## src/rtl/vga_timing_gen.sv

```systemverilog
// ---------------------------------------------------------------------------
// vga_timing_gen
//   Raster timing generator for 640x480@60 Hz VGA, running on the 25 MHz
//   pixel clock. Two free-running counters (h_cnt, v_cnt) are the only state.
//   Every output is a combinational decode of those counters.
//
// Ports
//   vga_clk     in   1   pixel clock
//   vga_rst     in   1   synchronous active-high reset
//   pixel_data  in  16   RGB565 from renderer, one cycle after its request
//   pixel_xpos  out 10   requested column (0 when data_req=0)
//   pixel_ypos  out 10   requested row    (0 when data_req=0)
//   data_req    out  1   coordinate request valid (one cycle ahead of beam)
//   vga_hs      out  1   horizontal sync
//   vga_vs      out  1   vertical sync
//   vga_rgb     out 16   RGB565 to DAC, black outside the active window
//   video_en    out  1   beam inside the active window
//   frame_tick  out  1   one-cycle pulse at start of vertical front porch
// ---------------------------------------------------------------------------
`timescale 1ns/1ps
module vga_timing_gen #(
  parameter int H_SYNC   = 96,
  parameter int H_BACK   = 48,
  parameter int H_DISP   = 640,
  parameter int H_FRONT  = 16,
  parameter int H_TOTAL  = 800,
  parameter int V_SYNC   = 2,
  parameter int V_BACK   = 33,
  parameter int V_DISP   = 480,
  parameter int V_FRONT  = 10,
  parameter int V_TOTAL  = 525,
  parameter int SYNC_POL = 0
) (
  input  logic        vga_clk,
  input  logic        vga_rst,
  input  logic [15:0] pixel_data,
  output logic [9:0]  pixel_xpos,
  output logic [9:0]  pixel_ypos,
  output logic        data_req,
  output logic        vga_hs,
  output logic        vga_vs,
  output logic [15:0] vga_rgb,
  output logic        video_en,
  output logic        frame_tick
);

  // The sum of the interval widths is authoritative; a totals parameter that
  // disagrees with it is ignored so the raster can never run a short line.
  localparam int H_SUM    = H_SYNC + H_BACK + H_DISP + H_FRONT;
  localparam int V_SUM    = V_SYNC + V_BACK + V_DISP + V_FRONT;
  localparam int H_PERIOD = (H_TOTAL == H_SUM) ? H_TOTAL : H_SUM;
  localparam int V_PERIOD = (V_TOTAL == V_SUM) ? V_TOTAL : V_SUM;

  localparam logic [9:0] H_MAX      = 10'(H_PERIOD - 1);
  localparam logic [9:0] V_MAX      = 10'(V_PERIOD - 1);
  localparam logic [9:0] H_SYNC_END = 10'(H_SYNC);
  localparam logic [9:0] V_SYNC_END = 10'(V_SYNC);

  // Active window start/end on each axis.
  localparam logic [9:0] HA         = 10'(H_SYNC + H_BACK);
  localparam logic [9:0] H_ACT_LAST = 10'(H_SYNC + H_BACK + H_DISP - 1);
  localparam logic [9:0] VA         = 10'(V_SYNC + V_BACK);
  localparam logic [9:0] V_ACT_LAST = 10'(V_SYNC + V_BACK + V_DISP - 1);
  localparam logic [9:0] V_TICK     = 10'(V_SYNC + V_BACK + V_DISP);

  // Request window is the active window shifted one column earlier, so the
  // renderer's registered response lines up with the beam.
  localparam logic [9:0] REQ_FIRST  = 10'(H_SYNC + H_BACK - 1);
  localparam logic [9:0] REQ_LAST   = 10'(H_SYNC + H_BACK + H_DISP - 2);

  localparam logic SYNC_ACT = (SYNC_POL != 0);

  logic [9:0] h_cnt_q, h_cnt_d;
  logic [9:0] v_cnt_q, v_cnt_d;
  logic       h_req_win;
  logic       h_vid_win;
  logic       v_act_win;

  // Next-state: v_cnt only advances on the last column of a line.
  always_comb begin
    h_cnt_d = h_cnt_q + 10'd1;
    v_cnt_d = v_cnt_q;
    if (h_cnt_q == H_MAX) begin
      h_cnt_d = '0;
      if (v_cnt_q == V_MAX) begin
        v_cnt_d = '0;
      end else begin
        v_cnt_d = v_cnt_q + 10'd1;
      end
    end
  end

  always_ff @(posedge vga_clk) begin
    if (vga_rst) begin
      h_cnt_q <= '0;
      v_cnt_q <= '0;
    end else begin
      h_cnt_q <= h_cnt_d;
      v_cnt_q <= v_cnt_d;
    end
  end

  always_comb begin
    h_req_win  = (h_cnt_q >= REQ_FIRST) && (h_cnt_q <= REQ_LAST);
    h_vid_win  = (h_cnt_q >= HA) && (h_cnt_q <= H_ACT_LAST);
    v_act_win  = (v_cnt_q >= VA) && (v_cnt_q <= V_ACT_LAST);

    vga_hs     = (h_cnt_q < H_SYNC_END) ? SYNC_ACT : ~SYNC_ACT;
    vga_vs     = (v_cnt_q < V_SYNC_END) ? SYNC_ACT : ~SYNC_ACT;

    data_req   = h_req_win && v_act_win;
    pixel_xpos = '0;
    pixel_ypos = '0;
    if (data_req) begin
      pixel_xpos = h_cnt_q - REQ_FIRST;
      pixel_ypos = v_cnt_q - VA;
    end

    video_en   = h_vid_win && v_act_win;
    vga_rgb    = video_en ? pixel_data : 16'h0000;

    // Gated by reset so a reset landing on the tick cycle cannot leak a pulse.
    frame_tick = !vga_rst && (h_cnt_q == 10'd0) && (v_cnt_q == V_TICK);
  end

endmodule

```

## config.mk

```make
export PLATFORM = sky130hd
export DESIGN_NAME = vga_timing_gen
export DESIGN_NICKNAME = d
export VERILOG_FILES = /design/src/rtl/vga_timing_gen.sv
export SDC_FILE = /design/constraint.sdc
export NUM_CORES = 1
export LEC_CHECK = 0
export BUFFER_PORTS_ARGS = -buffer_cell sky130_fd_sc_hd__clkbuf_2
export CAP_MARGIN = 20
export CORE_AREA = 2 2 56 63
export DETAILED_ROUTE_END_ITERATION = 6
export DIE_AREA = 0 0 58 65
export HOLD_SLACK_MARGIN = 0.03
export PLACE_DENSITY_LB_ADDON = 0.2
export SLEW_MARGIN = 20
export SYNTH_ARGS = -nofsm -noshare
export SYNTH_HDL_FRONTEND = slang
export SYNTH_SLANG_ARGS = --single-unit
```

## constraint.sdc

```tcl
create_clock -name vga_clk -period 3.1 [get_ports vga_clk]
set_input_delay 0.465 -clock vga_clk [delete_from_list [all_inputs] [get_ports vga_clk]]
set_output_delay 0.465 -clock vga_clk [all_outputs]
set_load 0.03 [all_outputs]
```

==> flow_summary.yaml, run 1 <==
worst_setup_path:
  worstPathArrival_ns: 2.49
  crit_path_end_kind: "primary output"
  slowest_delay_ns: 0.51
  worst-setup-path-type: "register to primary output"
  crit_path_start_kind: "register"
  slowest_stage: "dfxtp_1"
  path_cells: "ha_2, inv_1, or4b_1, nor4_1, clkbuf_2"
  worstPathRequired_ns: 2.63
  crit_path_max_fanout: 9
synth:
  async_flop_share_pct: 0
  synth_common_cells: "25 x nor3_1, 20 x dfxtp_1, 17 x and2_1, 15 x nor2_1, 14 x a21oi_1"
  synth-xor-area-share_pct: 10.8
  syn_inst: 216
  ys.flop_type: "dfxtp_1"
  synth_top_family_by_area: "simple AND/OR/NAND/NOR gates"
  muxShareOfSynthArea_pct: 0
  syn_area_mm2: 0.00163
  synth-seq-cells: 20
  synth_area_leaders: "dfxtp_1 25%, nor3_1 7.7%, xnor2_1 7.0%"
  synth_area_per_cell_um2: 7.54
  yosys.area_share.simple_pct: 38.6
  synthAdderAreaFrac_pct: 4.61
  synth_top_area_share_pct: 24.6
  yosys_warnings: 0
  synth_compound_area_share_pct: 13.3
  syn-num-nets: 240
  synth_cell_types: 48
  ys_seq_area_share_pct: 24.6
  yosysTopAreaCell: "dfxtp_1"
  synth.most_common_cell: "nor3_1"
  synth-edff-count: 0
flow_run:
  drv_cap: 0
detailed_routing:
  drc: 0
  first_iter_violations: 56
  routedWlPerCell_um: 12.9
  dr_total_vias: 1625
  wl_um: 3870
  firstDrtPassIters: 4
  via_per_inst: 5.42
  ant_nets: 0
sta:
  hold_slack_ns: 0.460
  finalSetupTns_ns: 0
  final.min_clock_period_ns: 2.96
  hold_violations: 0
  finalCritPeriodShare_pct: 95.4
  finalWorstSetupSlack_ns: 0.143
  report.final.slew_viol_count: 0
  worst_pin_slew_ns: 0.505
  relSlewSlack_pct: 66.0
  setup_viol: 0
  clock.fmax_mhz: 338
  rsz0062_at_grt: "false"
  skew_ns: 0.00341
power:
  ir_worst_vdd_mv: 0.183
  internal_power_mw: 0.346
  switching_power_mw: 0.0954
  p_clk_share_pct: 33.7
  total_power_mw: 0.441
  pwr-share-seq_pct: 60.3
  powerDensity_mw_per_mm2: 227
  p_leak_nw: 0.887
  swShare_pct: 21.6
  combPwrFrac_pct: 5.9
global_routing:
  grt_pass1_wl_um: 6220
  overflow: 0
  met3_usage_pct: 2.00
  antenna_found_initial: 0
  grt_pass1_vias: 1343
  met1_usage_pct: 26.3
  grt_use_met2_pct: 35.2
  grt_usage_pct: 20.5
  busiest_layer: "met2"
  grt_max_degree: 18
finish:
  nets: 289
  diodes: 0
  drive_gt1_share_pct: 30.3
  area_delta_synth_final_pct: 19.2
  num-fill-cells: 323
  ff_latch_area_um2: 400
  multi_input_area_mm2: 0.00110
floorplanning:
  core_mm2: 0.00319
  die_h_um: 65
  die_area_mm2: 0.00377
  initial_utilization_pct: 51.0
  die_w_um: 58
  row_count: 22
  pin_count: 59
clock_tree:
  cts_buffer_depth: 2
  post-cts-setup-buffers: 0
  htreeDepth: 1
  tritoncts: "done"
  clockRootBuffer: "clkbuf_4"
  insertion_delay_ns: 0.30
  cts.sink_count: 20
  cts-buffers-inserted: 3
  clk_pin_slew_ns: 0.11
  ctsHoldBuffers: 0
place:
  gp_congestion: 0.823
  post-place-ws_ns: 0.500
  dp_hpwl_um: 3000
  io_buffer_count: 58
hold_path:
  hp-class: "input pin to register"
run_status:
  status: "finished, final reports clean"
[path summary, 6_finish.rpt]
check,cells past startpoint,slack (ns),endpoint,start
max reg2reg,5,0.90,v_cnt_q[4]$_SDFFE_PP0P_,h_cnt_q[1]$_SDFF_PP0_
min reg2reg,1,0.51,h_cnt_q[0]$_SDFF_PP0_,h_cnt_q[0]$_SDFF_PP0_
min,2,0.46,v_cnt_q[1]$_SDFFE_PP0P_,vga_rst
max,5,0.14,frame_tick,v_cnt_q[1]$_SDFFE_PP0P_
[per-layer routing]
layer | part of all wire, % | wire [um]
met2 | 49 | 1910
met1 | 45 | 1760
met5 | 0 | 0
met3 | 3.2 | 124
met4 | 2.0 | 77
[state kept, by name, indices dropped and copies added, names as in the netlist]
signal / cells
h_cnt_q: 10
v_cnt_q: 10
[through the flow]
stage          utilization [%]  instance area, um2  std cells
3_3_place_gp              59.6                1900        296
6_report                  60.8                1940        300
4_1_cts                   60.7                1940        300
2_1_floorplan                -                1630        216
3_5_place_dp              59.6                1900        296
5_1_grt                   60.8                1940        300
[area by class of cell]
cell class / instances / share of cell area (%)
clock buffer: 4 / 1.87
multi-input combinational: 169 / 56.6
tap: 36 / 2.32
sequential: 20 / 20.6
inverter: 7 / 1.35
timing repair buffer: 64 / 17.3
[cell families (layout without fill, tap and decap cells)]
kind of cell               Yosys count  after routing
AOI/OAI and AO/OA                   32             32
DFF                                 20             20
and+or+nand+nor                    111            111
adders and majority gates            6              6
buffers and inverters               27             75
xor gates and xnor gates            20             20
[cells in the final DEF, fill, tap and decap left out, drive strengths merged]
cell type / count
nor2: 15
or4b: 2
dfxtp: 20
o211a: 1
nand2b: 1
inv: 7
o22ai: 1
and4: 2
nand4b: 1
buf: 6
a211o: 1
and3: 4
o221a: 1
nor3b: 1
nor4b: 1
nand3: 9
nand2: 9
xor2: 7
or4: 3
nand3b: 2
o21ai: 5
nor4: 4
o31ai: 2
clkbuf: 62
or3: 6
o41ai: 1
a21oi: 14
and2: 17
ha: 6
o2111a: 1
nor2b: 3
xnor2: 13
o21bai: 1
a2111o: 1
a211oi: 1
or2: 2
nand4: 4
a21o: 1
nor3: 25
a21boi: 1
[critical path: cells and delay by family, from the launching register on]
kind                     cells  cell delay [ns]
AND/OR/NAND/NOR              2             0.96
buffers and inverters        2             0.38
flip-flops                   1             0.51
adder cells (fa/ha/maj)      1             0.35
[power by group through the flow]
stage	logic [mW]	registers, mW	clock network [mW]
2_1_floorplan	0.0159	0.269	0
3_3_place_gp	0.0260	0.272	0
3_5_place_dp	0.0268	0.272	0
4_1_cts	0.0268	0.266	0.153
5_1_grt	0.0299	0.267	0.165
6_report	0.0262	0.266	0.149
[repair_timing]
action                                  CTS  global route
endpoints found under the setup margin    0             3
gates resized for setup                   0             1
hold endpoints to repair                  0             0
Note: power is estimated with default switching activity, not from simulation.
==> run 2, diff against run 1 <==
--- a/config.mk
+++ b/config.mk
@@ -5,7 +5,7 @@
 export SDC_FILE = /design/constraint.sdc
 export NUM_CORES = 1
 export LEC_CHECK = 0
-export BUFFER_PORTS_ARGS = -buffer_cell sky130_fd_sc_hd__clkbuf_2
+export BUFFER_PORTS_ARGS = -buffer_cell sky130_fd_sc_hd__buf_4
 export CAP_MARGIN = 20
 export CORE_AREA = 2 2 56 63
 export DETAILED_ROUTE_END_ITERATION = 6
==> run 2 against run 1 <==
Compared with the run above:
- global-route usage increased by 1.7 points
- sequential share of layout area decreased by 1.2 points
- total power decreased by 3.0%
- routed wire length increased by 7.0%
- cell count decreased by 0.67%
- die area unchanged
- clock-buffer cell count decreased by 1
- core utilization increased by 3.9 points
- worst setup slack improved by 0.099 ns
- critical path depth increased by 2
- clock power decreased by 13%
==> flow_summary.yaml, run 2 (synthesized netlist as in run 1, its figures left out) <==
run_status:
  status: "finished, final reports clean"
power:
  p_leak_nw: 0.919
  powerDensity_mw_per_mm2: 207
  ir_worst_vdd_mv: 0.229
  total_power_mw: 0.428
detailed_routing:
  drc: 0
  firstDrtPassIters: 5
  via_per_inst: 5.61
  dr_total_vias: 1671
  ant_nets: 0
  wl_um: 4140
  first_iter_violations: 47
  routedWlPerCell_um: 13.9
finish:
  drive_gt1_share_pct: 29.8
  area_delta_synth_final_pct: 26.8
  reg.largest.list: "h_cnt_q x10, v_cnt_q x10"
  final-instance-count-excl-fill: 298
  nets: 288
  diodes: 0
  layout_commonest_cell: "buf_4"
  final_cell_mix: "63 x buf_4, 25 x nor3_1, 20 x dfxtp_1, 17 x and2_1, 15 x nor2_1"
place:
  placed_cells: 295
  gp_congestion: 0.811
  io_buffer_count: 58
  dp_hpwl_um: 3140
worst_setup_path:
  worst-setup-path-type: "register to primary output"
  slowest_stage: "dfxtp_1"
  crit_path_end_kind: "primary output"
  crit_path_start_kind: "register"
  slowest_delay_ns: 0.52
  crit_family: "compound AO/OA/AOI/OAI gates"
  worstPathArrival_ns: 2.39
  crit_path_max_fanout: 9
  path_common_cell: "buf_4"
  path_buf_inv: 2
  path_cells: "ha_2, o41ai_2, a21oi_1, o22ai_1, buf_4, nor4b_1, buf_4"
  worstPathRequired_ns: 2.63
floorplanning:
  pin_count: 59
  initial_utilization_pct: 51.0
  core_mm2: 0.00319
  row_count: 22
  die_h_um: 65
  die_w_um: 58
  die_area_mm2: 0.00377
clock_tree:
  cts_resized: 0
  clockRootBuffer: "clkbuf_4"
  tritoncts: "done"
  cts-buffers-inserted: 3
  ctsHoldBuffers: 0
  cts.sink_count: 20
  htreeDepth: 1
  clk_pin_slew_ns: 0.12
  post-cts-setup-buffers: 0
  insertion_delay_ns: 0.31
  cts_buffer_depth: 2
sta:
  clock.fmax_mhz: 350
  report.final.slew_viol_count: 0
  relSlewSlack_pct: 55.5
  skew_ns: 0.00622
  hold_violations: 0
  finalCritPeriodShare_pct: 92.2
  setup_viol: 0
  rsz0062_at_grt: "false"
  worst_pin_slew_ns: 0.668
  final.min_clock_period_ns: 2.86
  finalSetupTns_ns: 0
global_routing:
  grt_max_degree: 18
  grt_usage_pct: 22.2
  overflow: 0
  antenna_found_initial: 0
  grt_pass1_vias: 1452
  grt_pass1_wl_um: 6700
flow_run:
  drv_cap: 0
hold_path:
  hp-class: "input pin to register"
==> run 2: cell types whose count changed in the layout (fill, tap and decap cells not counted), sizes merged <==
cell	delta
clkbuf	-59
buf	+57
==> run 2: routing by layer <==
metal | share of wire, % | GRT usage [%] | vias to the layer above
met4 | 0.82 | 6.40 | 0
met3 | 3.9 | 2.20 | 4
li1 | - | - | 859
met1 | 43 | 28.2 | 769
met2 | 53 | 39.1 | 39
met5 | 0 | 0 | -
==> run 2: metrics by stage <==
step | util [%] | setup slack (ns) | hold slack [ns] | area [um2]
2_1_floorplan | - | 0.244 | 0.461 | 1630
3_3_place_gp | 63.9 | 0.631 | 0.482 | 2040
3_5_place_dp | 63.9 | 0.561 | 0.492 | 2040
4_1_cts | 64.6 | 0.187 | 0.392 | 2060
5_1_grt | 64.7 | 0.0436 | 0.403 | 2070
6_report | 64.7 | 0.242 | 0.395 | 2070
==> run 2: report_power, final <==
part           internal [mW]  leakage, nW  switching [mW]
combinational         0.0201        0.743          0.0129
clock                 0.0454       0.0138          0.0834
sequential             0.260        0.162         0.00621
==> run 2: cell type report <==
class | count | area, um2
fill | 318 | 1130
multi-input combinational | 169 | 1100
timing repair buffer | 63 | 473
sequential | 20 | 400
tap | 36 | 45.0
inverter | 7 | 26.3
clock buffer | 3 | 22.5
==> run 2: path summary, 6_finish.rpt <==
path                      startpoint                 endpoint  slack [ns]  cells after the start
max          v_cnt_q[0]$_SDFFE_PP0P_            pixel_xpos[7]        0.24                      7
min                          vga_rst  v_cnt_q[1]$_SDFFE_PP0P_        0.40                      2
max reg2reg    h_cnt_q[1]$_SDFF_PP0_  v_cnt_q[7]$_SDFFE_PP0P_        0.84                      5
min reg2reg    h_cnt_q[0]$_SDFF_PP0_    h_cnt_q[0]$_SDFF_PP0_        0.53                      1
